$ cat src/rtl/pipelined_adder.sv
// rtl/pipelined_adder.sv - pipelined add/subtract unit with valid/ready handshake
//
// A WIDTH-bit add or subtract is cut into STAGES slices of SW = WIDTH/STAGES
// bits. Stage k adds slice k using the carry registered by stage k-1, so the
// pipeline delivers one result per cycle at a fixed latency of STAGES cycles.
// WIDTH must be >= 1, STAGES >= 1, and STAGES must divide WIDTH.
//
// Ports:
//   clk        clock, rising edge
//   rst_n      asynchronous active-low reset
//   in_valid   a, b, carry_in, sub valid this cycle
//   in_ready   pipeline accepts an input this cycle (combinational from out_ready)
//   a, b       operands (unsigned or two's complement)
//   carry_in   carry into bit 0 (borrow-in when sub = 1)
//   sub        0 = add, 1 = subtract
//   out_valid  sum, carry_out, overflow valid
//   out_ready  consumer takes the result this cycle
//   sum        result modulo 2^WIDTH
//   carry_out  raw carry out of bit WIDTH-1 (1 = no borrow in subtract mode)
//   overflow   signed overflow
module pipelined_adder #(
  parameter int WIDTH  = 32,
  parameter int STAGES = 4
) (
  input  logic             clk,
  input  logic             rst_n,
  input  logic             in_valid,
  output logic             in_ready,
  input  logic [WIDTH-1:0] a,
  input  logic [WIDTH-1:0] b,
  input  logic             carry_in,
  input  logic             sub,
  output logic             out_valid,
  input  logic             out_ready,
  output logic [WIDTH-1:0] sum,
  output logic             carry_out,
  output logic             overflow
);

  localparam int SW = WIDTH / STAGES;

  // The whole pipeline moves as one shift register: either every stage
  // advances or every stage holds. Bubbles are not compacted during a stall.
  logic             adv;
  logic [WIDTH-1:0] bx_in;
  logic             cin_in;

  assign bx_in  = sub ? ~b : b;
  assign cin_in = carry_in ^ sub;

  for (genvar k = 0; k < STAGES; k++) begin : g_stage
    localparam int DONE = (k + 1) * SW;
    localparam int REM  = WIDTH - DONE;

    logic            vld_in;
    logic            cy_in;
    logic [SW-1:0]   a_sl;
    logic [SW-1:0]   b_sl;
    logic [SW:0]     slice_sum;
    logic [DONE-1:0] sum_d;
    logic [DONE-1:0] sum_q;
    logic            vld_q;
    logic            cy_q;

    if (k == 0) begin : g_src
      assign vld_in = in_valid;
      assign cy_in  = cin_in;
      assign a_sl   = a[SW-1:0];
      assign b_sl   = bx_in[SW-1:0];
      assign sum_d  = slice_sum[SW-1:0];
    end else begin : g_src
      // Operand slice k was skew-delayed by the earlier stages so it lines up
      // with the carry coming out of stage k-1.
      assign vld_in = g_stage[k-1].vld_q;
      assign cy_in  = g_stage[k-1].cy_q;
      assign a_sl   = g_stage[k-1].g_ops.a_rem_q[SW-1:0];
      assign b_sl   = g_stage[k-1].g_ops.b_rem_q[SW-1:0];
      assign sum_d  = {slice_sum[SW-1:0], g_stage[k-1].sum_q};
    end

    assign slice_sum = {1'b0, a_sl} + {1'b0, b_sl} + {{SW{1'b0}}, cy_in};

    always_ff @(posedge clk or negedge rst_n) begin
      if (!rst_n) begin
        vld_q <= 1'b0;
        cy_q  <= 1'b0;
        sum_q <= '0;
      end else if (adv) begin
        vld_q <= vld_in;
        cy_q  <= slice_sum[SW];
        sum_q <= sum_d;
      end
    end

    // Operand bits not yet consumed travel alongside; each stage peels off
    // the lowest slice, so the register shrinks by SW bits per stage.
    if (k < STAGES - 1) begin : g_ops
      logic [REM-1:0] a_rem_d;
      logic [REM-1:0] b_rem_d;
      logic [REM-1:0] a_rem_q;
      logic [REM-1:0] b_rem_q;

      if (k == 0) begin : g_first
        assign a_rem_d = a[WIDTH-1:SW];
        assign b_rem_d = bx_in[WIDTH-1:SW];
      end else begin : g_next
        assign a_rem_d = g_stage[k-1].g_ops.a_rem_q[REM+SW-1:SW];
        assign b_rem_d = g_stage[k-1].g_ops.b_rem_q[REM+SW-1:SW];
      end

      always_ff @(posedge clk or negedge rst_n) begin
        if (!rst_n) begin
          a_rem_q <= '0;
          b_rem_q <= '0;
        end else if (adv) begin
          a_rem_q <= a_rem_d;
          b_rem_q <= b_rem_d;
        end
      end
    end

    // Carry into the MSB is recovered as a ^ bx ^ sum at that bit, so the
    // signed overflow needs no extra carry tap inside the slice adder.
    if (k == STAGES - 1) begin : g_last
      logic ovf_d;
      logic ovf_q;

      assign ovf_d = a_sl[SW-1] ^ b_sl[SW-1] ^ slice_sum[SW-1] ^ slice_sum[SW];

      always_ff @(posedge clk or negedge rst_n) begin
        if (!rst_n) begin
          ovf_q <= 1'b0;
        end else if (adv) begin
          ovf_q <= ovf_d;
        end
      end
    end
  end

  assign out_valid = g_stage[STAGES-1].vld_q;
  assign sum       = g_stage[STAGES-1].sum_q;
  assign carry_out = g_stage[STAGES-1].cy_q;
  assign overflow  = g_stage[STAGES-1].g_last.ovf_q;

  assign adv      = out_ready | ~out_valid;
  assign in_ready = adv;

endmodule
$ cat config.mk
export PLATFORM = sky130hd
export DESIGN_NAME = pipelined_adder
export DESIGN_NICKNAME = d
export VERILOG_FILES = /design/src/rtl/pipelined_adder.sv
export SDC_FILE = /design/constraint.sdc
export NUM_CORES = 1
export LEC_CHECK = 0
export ABC_AREA = 1
export CORE_MARGIN = 2
export CORE_UTILIZATION = 50
export DETAILED_ROUTE_END_ITERATION = 10
export MAX_ROUTING_LAYER = met4
export PLACE_DENSITY = 0.83
export SLEW_MARGIN = 20
export SYNTH_ARGS = -nofsm -noshare
export SYNTH_HDL_FRONTEND = slang
export SYNTH_SLANG_ARGS = --single-unit
$ cat constraint.sdc
create_clock -name clk -period 2 [get_ports clk]
set_input_delay 0.5 -clock clk [delete_from_list [all_inputs] [get_ports clk]]
set_output_delay 0.5 -clock clk [all_outputs]
set_load 0.1 [all_outputs]
==> results_dict.tcl, run 1 <==
set metrics [dict create \
    cts.clk_slew.worst_paths_ns 0.07 \
    cp-end-kind "flop" \
    first_iter_violations 441 \
    cts_tree "built" \
    setup.worst_path.start_class "flop" \
    grt_pass1_vias 6653 \
    rr_worst_depth 10 \
    cts_buffers 17 \
    period_share_pct 95.0 \
    finalInstanceArea_um2 11100 \
    cts-root-buf "clkbuf_16" \
    antenna_found_initial 0 \
    cpPeakStageDelay_ns 0.42 \
    cellPowerDensity_nw_per_um2 1780 \
    dp_hpwl_mm 12.1 \
    syn_inst 1011 \
    route.vias.total 6734 \
    final_util_pct 64.8 \
    cp_cell_sequence "fa_2, fa_2, nand2_2, nand2_2, nand2_1, nor2_1, nor2_2, nand2_1, nand3_1, nand2_1" \
    cp_data_arrival_time_ns 2.22 \
    fp-row-count 48 \
    cp_max_fo 3 \
    slew_headroom_pct 72.1 \
    synthTopCellsByCount "nand2_1, dfrtp_1, o21ai_0" \
    die-area_um2 18400 \
    drv_cap 0 \
    synthTopCellsByArea "dfrtp_1, nand2_1, o21ai_0" \
    clk-insertion-delay-late_ns 0.43 \
    start_util_pct 50.6 \
    ys_warn_count 0 \
    layout.nets 1230 \
    routed_via_density 4.94 \
    drv_slew 0 \
    slowest_stage "fa_2" \
    netlist_area_um2 8660 \
    synth.distinct_cells 25 \
    grt_max_degree 63 \
    p_leak_uw 0.00559 \
    crit_top_cell "nand2_1" \
    syn_nets 1117 \
    cts_max_path_buffers 2 \
    numPortBuffers 105 \
    seq_area_frac_synth_pct 53.5 \
    synthFlopType "dfrtp_1" \
    dp_cells 1329 \
    ir_worst_vdd_uv 1400 \
    synth-edff-count 0 \
    wire_per_inst_um 13.1 \
    worstSetupPathType "flop to flop" \
    synth_top_area_share_pct 53.5 \
    worstHoldPathType "input pin to asynchronous set/reset pin" \
    critPathRequiredTime_ns 2.32 \
    wirelength_mm 17.8 \
    firstDrtPassIters 7 \
    drc 0 \
    fmax_ghz 0.526 \
    coreArea_um2 17100 \
    worst_pin_slew_ns 0.418 \
    die_w_um 136 \
    status "complete, no violations" \
    ant_nets 0 \
    post-synth-top-count-cell "nand2_1" \
    grt-ovfl-total 0 \
    h-tree-depth 4 \
    synthArstFlopShare_pct 100 \
    yosys.area.top_type "dfrtp_1" \
    finalHoldViolCount 0 \
    cts_sinks 185 \
    post-route-min-period_ns 1.90 \
    p_total_uw 19700 \
    ys_seq_elements 185 \
    grt.total_usage_pct 21.6 \
    die_y_um 136 \
    diodes 0 \
    synth_area_per_cell_um2 8.56 \
    finalSetupViolCount 0 \
    place.gp.congestion 0.827 \
    grt_first_pass_wirelength_mm 30.9 \
    num_io_pins 106 \
    drive_gt1_share_pct 10.9 \
    place_area_um2 10400 \
    finClkSkew_ns 0.00836 \
    syn_to_final_growth_pct 28.1 \
    instances_no_fill 1362 \
]
## cells by family after synthesis
group           after synthesis  synth area share (%)
simple gates                548                  24.9
flops                       185                  53.5
buf+inv                     105                  5.98
compound gates               97                  5.67
xor+xnor                     40                  4.05
fa+ha+maj                    36                  5.90
## report_power, final
| part | internal, uW | switching, uW |
|---|---|---|
| Sequential | 5410 | 1150 |
| Combinational | 3520 | 6030 |
| Clock | 2130 | 1440 |
| Total | 11100 | 8620 |
## metal layers
layer	GRT usage [%]	up-vias	routed length, um
met3	4.12	27	596
met1	27.9	3201	7820
met5	-	-	0
met2	34.8	143	9090
li1	-	3363	-
met4	6.83	0	276
## worst paths after layout
check	from	to	slack (ns)
max	g_stage[2].cy_q	overflow	0.1
min	rst_n	g_stage[2].sum_q[21]	0.02
max reg2reg	g_stage[2].cy_q	overflow	0.1
min reg2reg	g_stage[0].sum_q[3]	g_stage[1].sum_q[3]	0.47
max in group asynchronous	rst_n	g_stage[2].sum_q[12]	1.35
min in group clk	g_stage[0].sum_q[3]	g_stage[1].sum_q[3]	0.47
## registers in the layout, summed over array words and instances, names as in the netlist
name / count
g_stage.g_ops.a_rem_q: 48
out_valid: 1
sum: 32
g_stage.vld_q: 3
g_stage.sum_q: 48
carry_out: 1
g_stage.g_ops.b_rem_q: 48
overflow: 1
g_stage.cy_q: 3
## cell usage in the layout (no fill, tap or decap), drive strengths merged
cell type,netlist,layout
nand2,482,482
dfrtp,185,185
o21ai,79,79
buf,36,70
clkdlybuf4s50,0,65
inv,61,64
xnor2,29,29
ha,28,28
nand3,25,25
nor2,21,21
clkbuf,8,19
a21oi,15,15
xor2,11,11
nand3b,9,9
fa,8,8
nand4,6,6
or2,5,5
clkinv,0,5
bufinv,0,4
clkinvlp,0,2
dlymetal6s2s,0,2
a31oi,1,1
o22ai,1,1
a21o,1,1
## per-stage QoR
step / hold slack (ns) / TNS, ns / worst slack, ns
finish: 0.0179 / 0 / 0.0990
global route: 0.0313 / -0.00386 / -0.00386
CTS: 0.0233 / 0 / 0.0115
detailed placement: 0.451 / -2.15 / -0.378
global placement: 0.446 / -1.85 / -0.343
floorplan: 0.204 / -0.116 / -0.0432
## critical path, delay by kind of cell (launching register included)
kind          cells  cell delay [ns]
fa+ha+maj         2             0.78
simple gates      8             0.61
flops             1             0.41
## repair_timing
action,in CTS,in global routing
hold buffers,0,0
endpoints found under the setup margin,1,6
gates resized for setup,2,8
hold endpoints to repair,0,0
setup buffers,0,1
pin swaps,2,7
## cell type report
type	count	area (um^2)
fill	1390	6030
sequential	185	4630
multi-input combinational	721	3560
timing repair buffer	138	1750
clock buffer	18	439
tap	225	282
inverter	61	231
clock inverter	14	194
(Power assumes the default switching activity.)
==> run 2: changes to the inputs <==
Settings changed: ABC_AREA 1 to default.
==> run 2 against run 1 <==
  * The flow now finishes with violations (setup timing)
  * Synthesized cell count decreased by 8.6%
  * Die area decreased by 2.7%
  * Non-clock buffer count increased by 27
  * Final cell count decreased by 5.2%
  * Largest power group unchanged
  * Sequential power about the same
  * Clock power decreased by 9.5%
  * Critical endpoint is now g_stage[1].cy_q
  * Highest routed layer unchanged
  * Flip-flop and latch count unchanged
==> results_dict.tcl, run 2 <==
set metrics [dict create \
    status "finished with violations" \
    failed_checks "setup timing" \
    wire_per_inst_um 13.2 \
    cts-root-buf "clkbuf_16" \
    layout.nets 1164 \
    worstHoldPathType "input pin to flop" \
    route.vias.total 6392 \
    ys_seq_elements 185 \
    post-synth-top-count-cell "nand2_1" \
    ant_nets 0 \
    finalHoldViolCount 0 \
    critPathRequiredTime_ns 2.31 \
    worst_pin_slew_ns 0.363 \
    timing.rr.end "g_stage[1].cy_q" \
    drc 0 \
    cts_tree "built" \
    drv_slew 0 \
    p_leak_uw 0.00551 \
    cts_buffers 17 \
    place.gp.congestion 0.904 \
    start_util_pct 50.9 \
    synth-edff-count 0 \
    finalSetupViolCount 7 \
    grt-ovfl-total 0 \
    layout_commonest_cell "nand2_1" \
    setup_ws_ns -0.130 \
    rr_startpoint "g_stage[0].g_ops.b_rem_q[0]" \
    drv_cap 0 \
    ys_warn_count 0 \
    die-area_um2 17900 \
    cts.clk_slew.worst_paths_ns 0.06 \
    cp-end-kind "flop" \
    grt_max_degree 59 \
    synthTopCellsByArea "dfrtp_1, nand2_1, ha_1" \
    crit_start "g_stage[0].g_ops.b_rem_q[0]" \
    dp_cells 1246 \
    synth_top_area_share_pct 55.0 \
    drive_gt1_share_pct 15.4 \
    hold_start "sub" \
    syn_to_final_growth_pct 33.3 \
    firstDrtPassIters 5 \
    clk-insertion-delay-late_ns 0.42 \
    wirelength_mm 17.1 \
    fp-row-count 47 \
    worstSetupEndpoint "g_stage[1].cy_q" \
    routed_via_density 4.95 \
    slew_headroom_pct 75.8 \
    first_iter_violations 404 \
    rr_worst_depth 7 \
    syn_inst 924 \
    place_ws_ns -0.849 \
    final_cell_mix "nand2_1, dfrtp_1, clkdlybuf4s50_1" \
    setup_tns_ns -0.568 \
    die_y_um 134 \
    synth_area_per_cell_um2 9.10 \
    top_regs "g_stage.g_ops.a_rem_q x48, g_stage.g_ops.b_rem_q x48, g_stage.sum_q x48" \
    synthTopCellsByCount "nand2_1, dfrtp_1, xnor2_1" \
    final_util_pct 67.9 \
    seq_area_frac_synth_pct 55.0 \
    grt.total_usage_pct 21.1 \
    h-tree-depth 4 \
    cts_max_path_buffers 2 \
    rsz0062_at_grt "true" \
    setup.worst_path.start_class "flop" \
    dp_hpwl_mm 12.0 \
    syn_nets 1030 \
    netlist_area_um2 8410 \
    hold_ws_ns 0.405 \
    instances_no_fill 1291 \
    yosys.area.top_type "dfrtp_1" \
    synth.distinct_cells 45 \
    cellPowerDensity_nw_per_um2 1800 \
    die_w_um 134 \
    cp_max_fo 2 \
    fmax_ghz 0.470 \
    finClkSkew_ns 0.00893 \
    num_io_pins 106 \
    grt_first_pass_wirelength_mm 29.2 \
    coreArea_um2 16500 \
    worstSetupPathType "flop to flop" \
    numPortBuffers 105 \
    cp_data_arrival_time_ns 2.44 \
    antenna_found_initial 0 \
    ir_worst_vdd_uv 1020 \
    period_share_pct 106 \
    synthArstFlopShare_pct 100 \
    grt_pass1_vias 6276 \
    synthFlopType "dfrtp_1" \
    post-route-min-period_ns 2.13 \
    cts_sinks 185 \
    diodes 0 \
    reg2reg_setup_slack_ns -0.13 \
]
-- run 2: report_power, final --
group | internal [uW] | leakage (uW) | switching [uW] | total, uW
sequential | 5440 | 0.00223 | 1150 | 6590
combinational | 4230 | 0.00300 | 6160 | 10400
clock | 1860 | 0.000278 | 1360 | 3230
-- run 2: worst max-delay path: stages (launching register included) --
cell and delay (ns):
dfrtp_1 0.41, fa_2 0.42, fa_2 0.35, a21o_1 0.16
a21o_2 0.24, a21oi_4 0.14, a21oi_2 0.07, o31a_1 0.23
-- run 2: area by class of cell --
class | instances | area, um^2
clock buffer | 23 | 458
sequential | 185 | 4630
tap | 220 | 275
timing repair buffer | 165 | 2030
inverter | 9 | 36.3
multi-input combinational | 680 | 3690
fill | 1233 | 5310
clock inverter | 9 | 98.8
-- run 2: cells by family after synthesis --
group	count (synthesis)	share of synthesized area (%)
AO/OA/AOI/OAI	105	7.53
XOR/XNOR	54	5.62
adder cells (fa/ha/maj)	36	6.07
buffers and inverters	59	3.02
flip-flops	185	55.0
AND/OR/NAND/NOR	485	22.7
-- run 2: stage by stage --
| stage | instance area, um^2 | power, uW |
|---|---|---|
| finish | 11200 | 20200 |
| global route | 11200 | 21600 |
| CTS | 11100 | 20100 |
| detailed placement | 10400 | 16600 |
| global placement | 10400 | 16200 |
| floorplan | 8480 | 13000 |
-- run 2: how the worst min path moves through the flow --
stage,endpoint,cells past startpoint
final,g_stage[0].g_ops.b_rem_q[6],3
after global routing,g_stage[0].g_ops.b_rem_q[6],3
after floorplan,carry_out,0
after CTS,g_stage[0].g_ops.b_rem_q[6],3
after global placement,g_stage[2].vld_q,2
after detailed placement,g_stage[2].vld_q,2
-- run 2: timing repair --
action,CTS,global route
setup buffers,9,6
endpoints found under the hold margin,11,0
gates resized for setup,18,27
pin swaps,17,23
cloned,0,0
setup endpoints to repair,13,15
hold buffers,1,0
-- run 2: per-layer routing --
layer	global-route usage, %	vias up	wire length [um]
met5	-	-	0
met4	7.57	0	391
met1	26.4	3024	7650
li1	-	3216	-
met2	34.5	124	8500
met3	4.03	28	560
